==> src/rtl/conv_kxk_acc_if.sv <==
// Stream bundle for conv_kxk_acc: window/weight beats in, requantised results out.
// master = producer/consumer side, slave = the MAC.
interface conv_kxk_acc_if #(
    parameter int K    = 3,
    parameter int DW   = 8,
    parameter int WW   = 8,
    parameter int ACCW = 32,
    parameter int OUTW = 16
);
    logic                   in_valid;
    logic                   in_ready;
    logic                   in_first;
    logic                   in_last;
    logic [K*K*DW-1:0]      data_in;
    logic [K*K*WW-1:0]      weight_in;
    logic signed [ACCW-1:0] bias;
    logic                   out_valid;
    logic                   out_ready;
    logic signed [OUTW-1:0] data_out;
    logic                   out_sat;

    modport master (
        output in_valid, in_first, in_last, data_in, weight_in, bias, out_ready,
        input  in_ready, out_valid, data_out, out_sat
    );

    modport slave (
        input  in_valid, in_first, in_last, data_in, weight_in, bias, out_ready,
        output in_ready, out_valid, data_out, out_sat
    );
endinterface

==> src/rtl/conv_kxk_acc.sv <==
// KxK conv MAC: products, adder tree, channel accumulator, round/shift/saturate.
// Optional ReLU after saturation when CONV_RELU_EN is defined.
module conv_kxk_acc #(
    parameter int K     = 3,
    parameter int DW    = 8,
    parameter int WW    = 8,
    parameter int ACCW  = 32,
    parameter int OUTW  = 16,
    parameter int SHIFT = 0
) (
    input logic           clk,
    input logic           rst_n,
    conv_kxk_acc_if.slave bus
);
    localparam int N  = K * K;
    localparam int PW = DW + WW;

    localparam logic signed [ACCW:0] ONE  = 1;
    localparam logic signed [ACCW:0] RND  = (ONE << SHIFT) >> 1;
    localparam logic signed [ACCW:0] OMAX =
        {{(ACCW-OUTW+2){1'b0}}, {(OUTW-1){1'b1}}};
    localparam logic signed [ACCW:0] OMIN =
        {{(ACCW-OUTW+2){1'b1}}, {(OUTW-1){1'b0}}};

    typedef struct packed {
        logic                   valid;
        logic                   first;
        logic                   last;
        logic signed [ACCW-1:0] bias;
    } ctl_t;

    ctl_t                   s1;
    ctl_t                   s2;
    logic signed [PW-1:0]   s1_prod [N];
    logic signed [ACCW-1:0] s2_sum;
    logic signed [ACCW-1:0] sum;
    logic signed [ACCW-1:0] acc;
    logic signed [ACCW-1:0] acc_n;
    logic signed [ACCW:0]   acc_x;
    logic signed [ACCW:0]   r;
    logic signed [OUTW-1:0] q;
    logic                   sat;
    logic                   advance;

    // A held, unconsumed result freezes the whole pipe.
    assign advance      = !(bus.out_valid && !bus.out_ready);
    assign bus.in_ready = advance;

    always_comb begin
        sum = '0;
        for (int i = 0; i < N; i++)
            sum = sum + ACCW'(s1_prod[i]);
    end

    // One extra bit keeps the rounding add from wrapping.
    always_comb begin
        acc_n = s2.first ? s2.bias + s2_sum : acc + s2_sum;
        acc_x = (ACCW+1)'(acc_n);
        r     = (acc_x + RND) >>> SHIFT;
        q     = r[OUTW-1:0];
        sat   = 1'b0;
        if (r > OMAX) begin
            q   = OMAX[OUTW-1:0];
            sat = 1'b1;
        end else if (r < OMIN) begin
            q   = OMIN[OUTW-1:0];
            sat = 1'b1;
        end
`ifdef CONV_RELU_EN
        if (q[OUTW-1])
            q = '0;
`endif
    end

    always_ff @(posedge clk or negedge rst_n) begin
        if (!rst_n) begin
            s1            <= '0;
            s2            <= '0;
            s2_sum        <= '0;
            acc           <= '0;
            bus.out_valid <= 1'b0;
            bus.data_out  <= '0;
            bus.out_sat   <= 1'b0;
            for (int i = 0; i < N; i++)
                s1_prod[i] <= '0;
        end else if (advance) begin
            s1.valid <= bus.in_valid;
            s1.first <= bus.in_first;
            s1.last  <= bus.in_last;
            s1.bias  <= bus.bias;
            for (int i = 0; i < N; i++)
                s1_prod[i] <= PW'($signed(bus.data_in[i*DW +: DW]))
                            * PW'($signed(bus.weight_in[i*WW +: WW]));
            s2     <= s1;
            s2_sum <= sum;
            if (s2.valid)
                acc <= acc_n;
            bus.out_valid <= s2.valid && s2.last;
            if (s2.valid && s2.last) begin
                bus.data_out <= q;
                bus.out_sat  <= sat;
            end
        end
    end
endmodule

==> src/flat_wrapper.sv <==
// flat-port wrapper written by rule: the top's interface ports become plain ports
module conv_kxk_acc_flat 
#(
    parameter int K     = 3,
    parameter int DW    = 8,
    parameter int WW    = 8,
    parameter int ACCW  = 32,
    parameter int OUTW  = 16,
    parameter int SHIFT = 0
)
  (clk, rst_n, bus_in_valid, bus_in_first, bus_in_last, bus_data_in, bus_weight_in, bus_bias, bus_out_ready, bus_in_ready, bus_out_valid, bus_data_out, bus_out_sat);
  conv_kxk_acc_if #(.K(K), .DW(DW), .WW(WW), .ACCW(ACCW), .OUTW(OUTW)) bus_i ();
  input logic clk;
  input logic rst_n;
  input wire logic [$bits(bus_i.in_valid)-1:0] bus_in_valid;
  input wire logic [$bits(bus_i.in_first)-1:0] bus_in_first;
  input wire logic [$bits(bus_i.in_last)-1:0] bus_in_last;
  input wire logic [$bits(bus_i.data_in)-1:0] bus_data_in;
  input wire logic [$bits(bus_i.weight_in)-1:0] bus_weight_in;
  input wire logic [$bits(bus_i.bias)-1:0] bus_bias;
  input wire logic [$bits(bus_i.out_ready)-1:0] bus_out_ready;
  output wire logic [$bits(bus_i.in_ready)-1:0] bus_in_ready;
  output wire logic [$bits(bus_i.out_valid)-1:0] bus_out_valid;
  output wire logic [$bits(bus_i.data_out)-1:0] bus_data_out;
  output wire logic [$bits(bus_i.out_sat)-1:0] bus_out_sat;
  assign bus_i.in_valid = bus_in_valid;
  assign bus_i.in_first = bus_in_first;
  assign bus_i.in_last = bus_in_last;
  assign bus_i.data_in = bus_data_in;
  assign bus_i.weight_in = bus_weight_in;
  assign bus_i.bias = bus_bias;
  assign bus_i.out_ready = bus_out_ready;
  assign bus_in_ready = bus_i.in_ready;
  assign bus_out_valid = bus_i.out_valid;
  assign bus_data_out = bus_i.data_out;
  assign bus_out_sat = bus_i.out_sat;
  conv_kxk_acc #(.K(K), .DW(DW), .WW(WW), .ACCW(ACCW), .OUTW(OUTW), .SHIFT(SHIFT)) u_core (.clk(clk), .rst_n(rst_n), .bus(bus_i));
endmodule
==> config.mk <==
export PLATFORM = sky130hd
export DESIGN_NAME = conv_kxk_acc_flat
export DESIGN_NICKNAME = d
export VERILOG_FILES = /design/src/rtl/conv_kxk_acc_if.sv /design/src/rtl/conv_kxk_acc.sv /design/src/flat_wrapper.sv
export SDC_FILE = /design/constraint.sdc
export NUM_CORES = 2
export LEC_CHECK = 0
export BUFFER_PORTS_ARGS = -buffer_cell sky130_fd_sc_hd__buf_4
export CAP_MARGIN = 20
export CORE_UTILIZATION = 30
export DETAILED_ROUTE_END_ITERATION = 10
export SYNTH_ARGS = -nofsm -noshare
export SYNTH_HDL_FRONTEND = slang
export SYNTH_SLANG_ARGS = --single-unit
==> constraint.sdc <==
create_clock -name clk -period 9.3 [get_ports clk]
set_clock_uncertainty 0.1 [all_clocks]
set_input_delay 1.86 -clock clk [delete_from_list [all_inputs] [get_ports clk]]
set_output_delay 1.86 -clock clk [all_outputs]
set_load 0.05 [all_outputs]
Word-level counts from Yosys, hierarchy flattened:

Cells that the tools add are included.

* register bits: 296
* input port bits: 182
* output and inout bits: 19
* word-level logic and storage cells: 55

* add/subtract/negate cells: 10
* multipliers: 9
* magnitude comparators: 2
* muxes and demuxes: 5
* bitwise logic cells: 1
* reductions and logical operators: 6

Operators with widths (count)
* 32-bit by 16-bit adder with 32-bit output: 6
* 8-bit by 8-bit multiplier with 16-bit output: 9
* 32-bit adder: 2
* 32-bit by 16-bit > comparator with 1-bit output (second input constant): 1
* 32-bit by 16-bit < comparator with 1-bit output (second input constant): 1
* 16-bit 2-to-1 mux: 2
* 32-bit 2-to-1 mux: 1
* 17-bit by 16-bit adder with 18-bit output: 1
* 16-bit by 16-bit adder with 17-bit output: 1
* 2-bit AND reduction: 2
* 1-bit logical AND: 2
* 1-bit zero test: 2
* 1-bit 2-to-1 mux: 2
* 1-bit inverter: 1

Depth between registers and ports, before layout:

* word-level depth: 8
* gate-level depth with buffers: 32
* depth with buffers taken out: 32

Worst setup path after synthesis:

No wires, ideal clock.

* path kind: flip-flop to flip-flop
* start: register u_core.s1_prod[113] (netlist name)
* end: register u_core.s2_sum[23]
* library setup time: 0.140 ns
* data arrival time: 6.622 ns
* data required time: 9.060 ns
* path slack: 2.439 ns
* cell stages (with the launch flop): 32
* path buffers: 0
* period minus slack after synthesis: 6.861 ns
* cell sequence: dfrtp_1 -> inv_1 -> fa_1 -> inv_1 -> ha_1 -> inv_1 -> fa_1 -> nor2b_1 -> o21ai_0 -> a21boi_0 -> o21ai_0 -> a21boi_0 -> o21ai_0 -> a21o_1 -> a21oi_1 -> a41oi_1 -> o311a_1 -> fa_1 -> inv_1 -> fa_1 -> fa_1 -> fa_1 -> inv_1 -> ha_1 -> o2111a_1 -> nor3_1 -> a21oi_1 -> o311ai_1 -> a21oi_1 -> o21ai_1 -> a211oi_1 -> nor2_1

* word-level cells in the longest chain between the ends: 8

Ends and longest elaborated chain
* start: declaration: line conv_kxk_acc.sv:34 `logic signed [PW-1:0] s1_prod [N];`
* start signal: indexed assignment: line conv_kxk_acc.sv:92 `s1_prod[i] <= PW'($signed(bus.data_in[i*DW +: DW]))`
* 16-bit by 16-bit adder with 17-bit output: line conv_kxk_acc.sv:52 `sum = sum + ACCW'(s1_prod[i]);`
* 17-bit by 16-bit adder with 18-bit output: line conv_kxk_acc.sv:52
* 32-bit by 16-bit adder with 32-bit output (6 in series): line conv_kxk_acc.sv:52
* end signal: assignment: line conv_kxk_acc.sv:95 `s2_sum <= sum;`
* end: declaration: line conv_kxk_acc.sv:35 `logic signed [ACCW-1:0] s2_sum;`

No other way between the ends.
A chain may end at the register's enable or synchronous reset.

Worst setup path in the final report:

* start: register u_core.s1_prod[113] (netlist name)
* end: register u_core.s2_sum[27]

Same word-level chain as after synthesis.

==> metrics.md <==
| Metric | Value |
|---|---|
| Status | `complete, no violations` |
| Routed WL per cell | `15.5 um` |
| Crit-path max cell delay | `0.59 ns` |
| Post-Route M1 WL | `41.7 mm` |
| Worst Tran Pin Value | `0.975 ns` |
| GRT overflow | `0` |
| Clock Path Buffers | `3` |
| I/O pins | `201` |
| Avg Inst Size Synth | `9.22 um^2` |
| Commonest non-fill, non-tap cell in the layout | `inv_1` |
| Uppermost layer routed | `met4` |
| Startpoint types | `flip-flop` |
| Antenna viol nets, final | `0` |
| Number of synthesized flops with an enable pin | `0` |
| Dominant synthesized flop cell | `dfrtp_1` |
| Rel. slew slack | `35.0%` |
| Filler cell count | `13.1k` |
| Yosys warning total | `0` |
| Asr flop ratio synth | `100%` |
| Initial Util | `30.3%` |
| First drt pass iteration count | `5` |
| Rows | `131` |
| Synthesis-stage register bit count | `296` |
| Setup CP Type | `flip-flop to flip-flop` |
| Layout Nets | `5,483` |
| Max H-tree Level | `2` |
| CTS tree | `done` |
| RSZ-0062 raised after global routing | `false` |
| CTS Root Cell | `clkbuf_16` |
| Layout cells sized above 1 | `8.27%` |
| Core Footprint | `0.128 mm^2` |
| Worst min path class | `flip-flop to flip-flop` |
| Most frequent cell on the critical path | `fa_1` |
| CTS clk-pin slew, worst paths | `0.06 ns` |
| Largest net degree at the start of global routing | `207` |
| Final worst-path cycle share | `82.9%` |
| Critical Path End Type | `flip-flop` |
| R2r setup slk | `1.59 ns` |
| Die height | `362 um` |
| Post-synthesis sequential area ratio | `19.1%` |
| Met3 WL | `2.63 mm` |
| Post-synth cell types | `84` |
| Fmax | `130 MHz` |
| Buffers inserted by post-CTS timing repair | `0` |
| Total wire length | `93.7 mm` |
| Post-CTS sizing | `0` |
| P&R area growth vs syn | `12.0%` |
| Final Hold Fails | `0` |
| Slowest stage cell, crit path | `a211oi_1` |
| Clock Latency Late Sink | `0.56 ns` |
| Final setup TNS | `0 ns` |
| Num Clock Sinks | `296` |
| Overall via count from detail_route | `27.7k` |
| Most frequent cells in the layout | `inv_1, nand2_1, fa_1` |
| All-Layer GR Usage | `14.8%` |
| Port bufs | `200` |
| Dpl hpwl | `78.3 mm` |
| Min cycle time layout | `7.71 ns` |
| Post-Synthesis Cell Area | `0.0388 mm^2` |
| Worst Path Arrival | `8.00 ns` |
| Total CTS buffers | `38` |
| Vias in the first global route | `29.0k` |
| First-pass GRT wire length | `156 mm` |
| DRC | `0` |
| Syn_nets | `5,323` |
| # hold bufs at CTS | `0` |
| CP Data Required Time | `9.60 ns` |
| Pins Over Slew Limit | `0` |
| Met2 Wirelength | `47.0 mm` |
| Die W | `362 um` |
| Synth Instances | `4,205` |
| Full die area | `0.131 mm^2` |
| Largest fanout on the critical path | `5` |
| Setup violators final | `0` |
| DR vias/cell | `4.58` |
| Final GP Congestion | `0.874` |
| Max-Cap Viols | `0` |
| Initial antenna violation count | `4` |
| Initial DRC Count | `1,566` |
## cell usage after synthesis (13+ instances only)
master | instances | share of area (%)
xor2_1 | 49 | 1.1
clkbuf_1 | 75 | 0.73
dfrtp_1 | 296 | 19
xnor2_1 | 109 | 2.5
ha_1 | 332 | 11
nand3_1 | 20 | 0.26
nor3_1 | 39 | 0.50
nand2_1 | 619 | 6.0
a21oi_1 | 153 | 2.0
a21o_1 | 29 | 0.56
fa_1 | 604 | 31
o31ai_1 | 38 | 0.74
nor2b_1 | 25 | 0.40
nor2_1 | 214 | 2.1
inv_1 | 788 | 7.6
a21boi_0 | 30 | 0.58
and2_1 | 332 | 5.4
o21a_1 | 13 | 0.25
mux2_2 | 50 | 1.5
o21ai_0 | 149 | 1.9
nand2b_1 | 68 | 1.1
## per-stage QoR
stage	hold slack (ns)	setup slack, ns	util [%]	cell area, um^2	std cells
2_1_floorplan	0.331	2.44	-	38800	4205
3_3_place_gp	0.350	1.77	32.9	42100	5986
3_5_place_dp	0.350	1.61	32.9	42100	5986
4_1_cts	0.363	1.56	33.9	43400	6050
5_1_grt	0.385	0.995	34.0	43400	6055
6_report	0.356	1.59	34.0	43400	6055
## per-layer routing
layer,vias to the layer above,track usage [%]
met5,-,0
met2,366,25.8
li1,13384,-
met1,13869,19.4
met4,0,4.08
met3,97,1.46
## kinds of logic after synthesis
logic type / count (synthesis) / share of synthesized area, %
xor+xnor: 158 / 3.57
buf+inv: 879 / 8.61
flops: 296 / 19.1
simple gates: 1368 / 16.7
mux: 55 / 1.58
fa+ha+maj: 936 / 41.9
compound gates: 513 / 8.50
## worst paths after layout
kind	from	to	cells after the start
setup / recovery	u_core.s1_prod[113]	u_core.s2_sum[27]	31
hold / removal	u_core.s2[6]	u_core.s2[6]	2
setup reg to reg	u_core.s1_prod[113]	u_core.s2_sum[27]	31
hold reg to reg	u_core.s2[6]	u_core.s2[6]	2
max in group asynchronous	rst_n	u_core.s1[31]	2
min in group asynchronous	rst_n	u_core.bus.data_out[2]	1
## critical path: cells and delay by family, from the launching register on
kind,cells,cell delay (ns)
compound gates,15,3.21
fa+ha+maj,8,3.29
buf+inv,5,0.31
flops,1,0.36
simple gates,3,0.29
## sequential cells by signal (all words and copies together), names as in the netlist
signal and count:
u_core.s2_sum 32, u_core.s1_prod 144, u_core.bus.out_sat 1, u_core.acc 32, u_core.bus.data_out 16, u_core.bus.out_valid 1
u_core.s2 35, u_core.s1 35
## final cells by class
type,instances,area (um^2),share of cell area [%]
multi-input cells,3030,28000,64.6
flip-flops and latches,296,7410,17.1
inverters,788,2970,6.83
well taps,1662,2080,4.79
repair buffers,211,1620,3.74
clock buffers,46,1040,2.40
clock inverters,18,267,0.614
diodes,4,10.0,0.0230
Power is not shown: default switching activity piles up to over one toggle a cycle in this logic, so the estimate is an artifact.
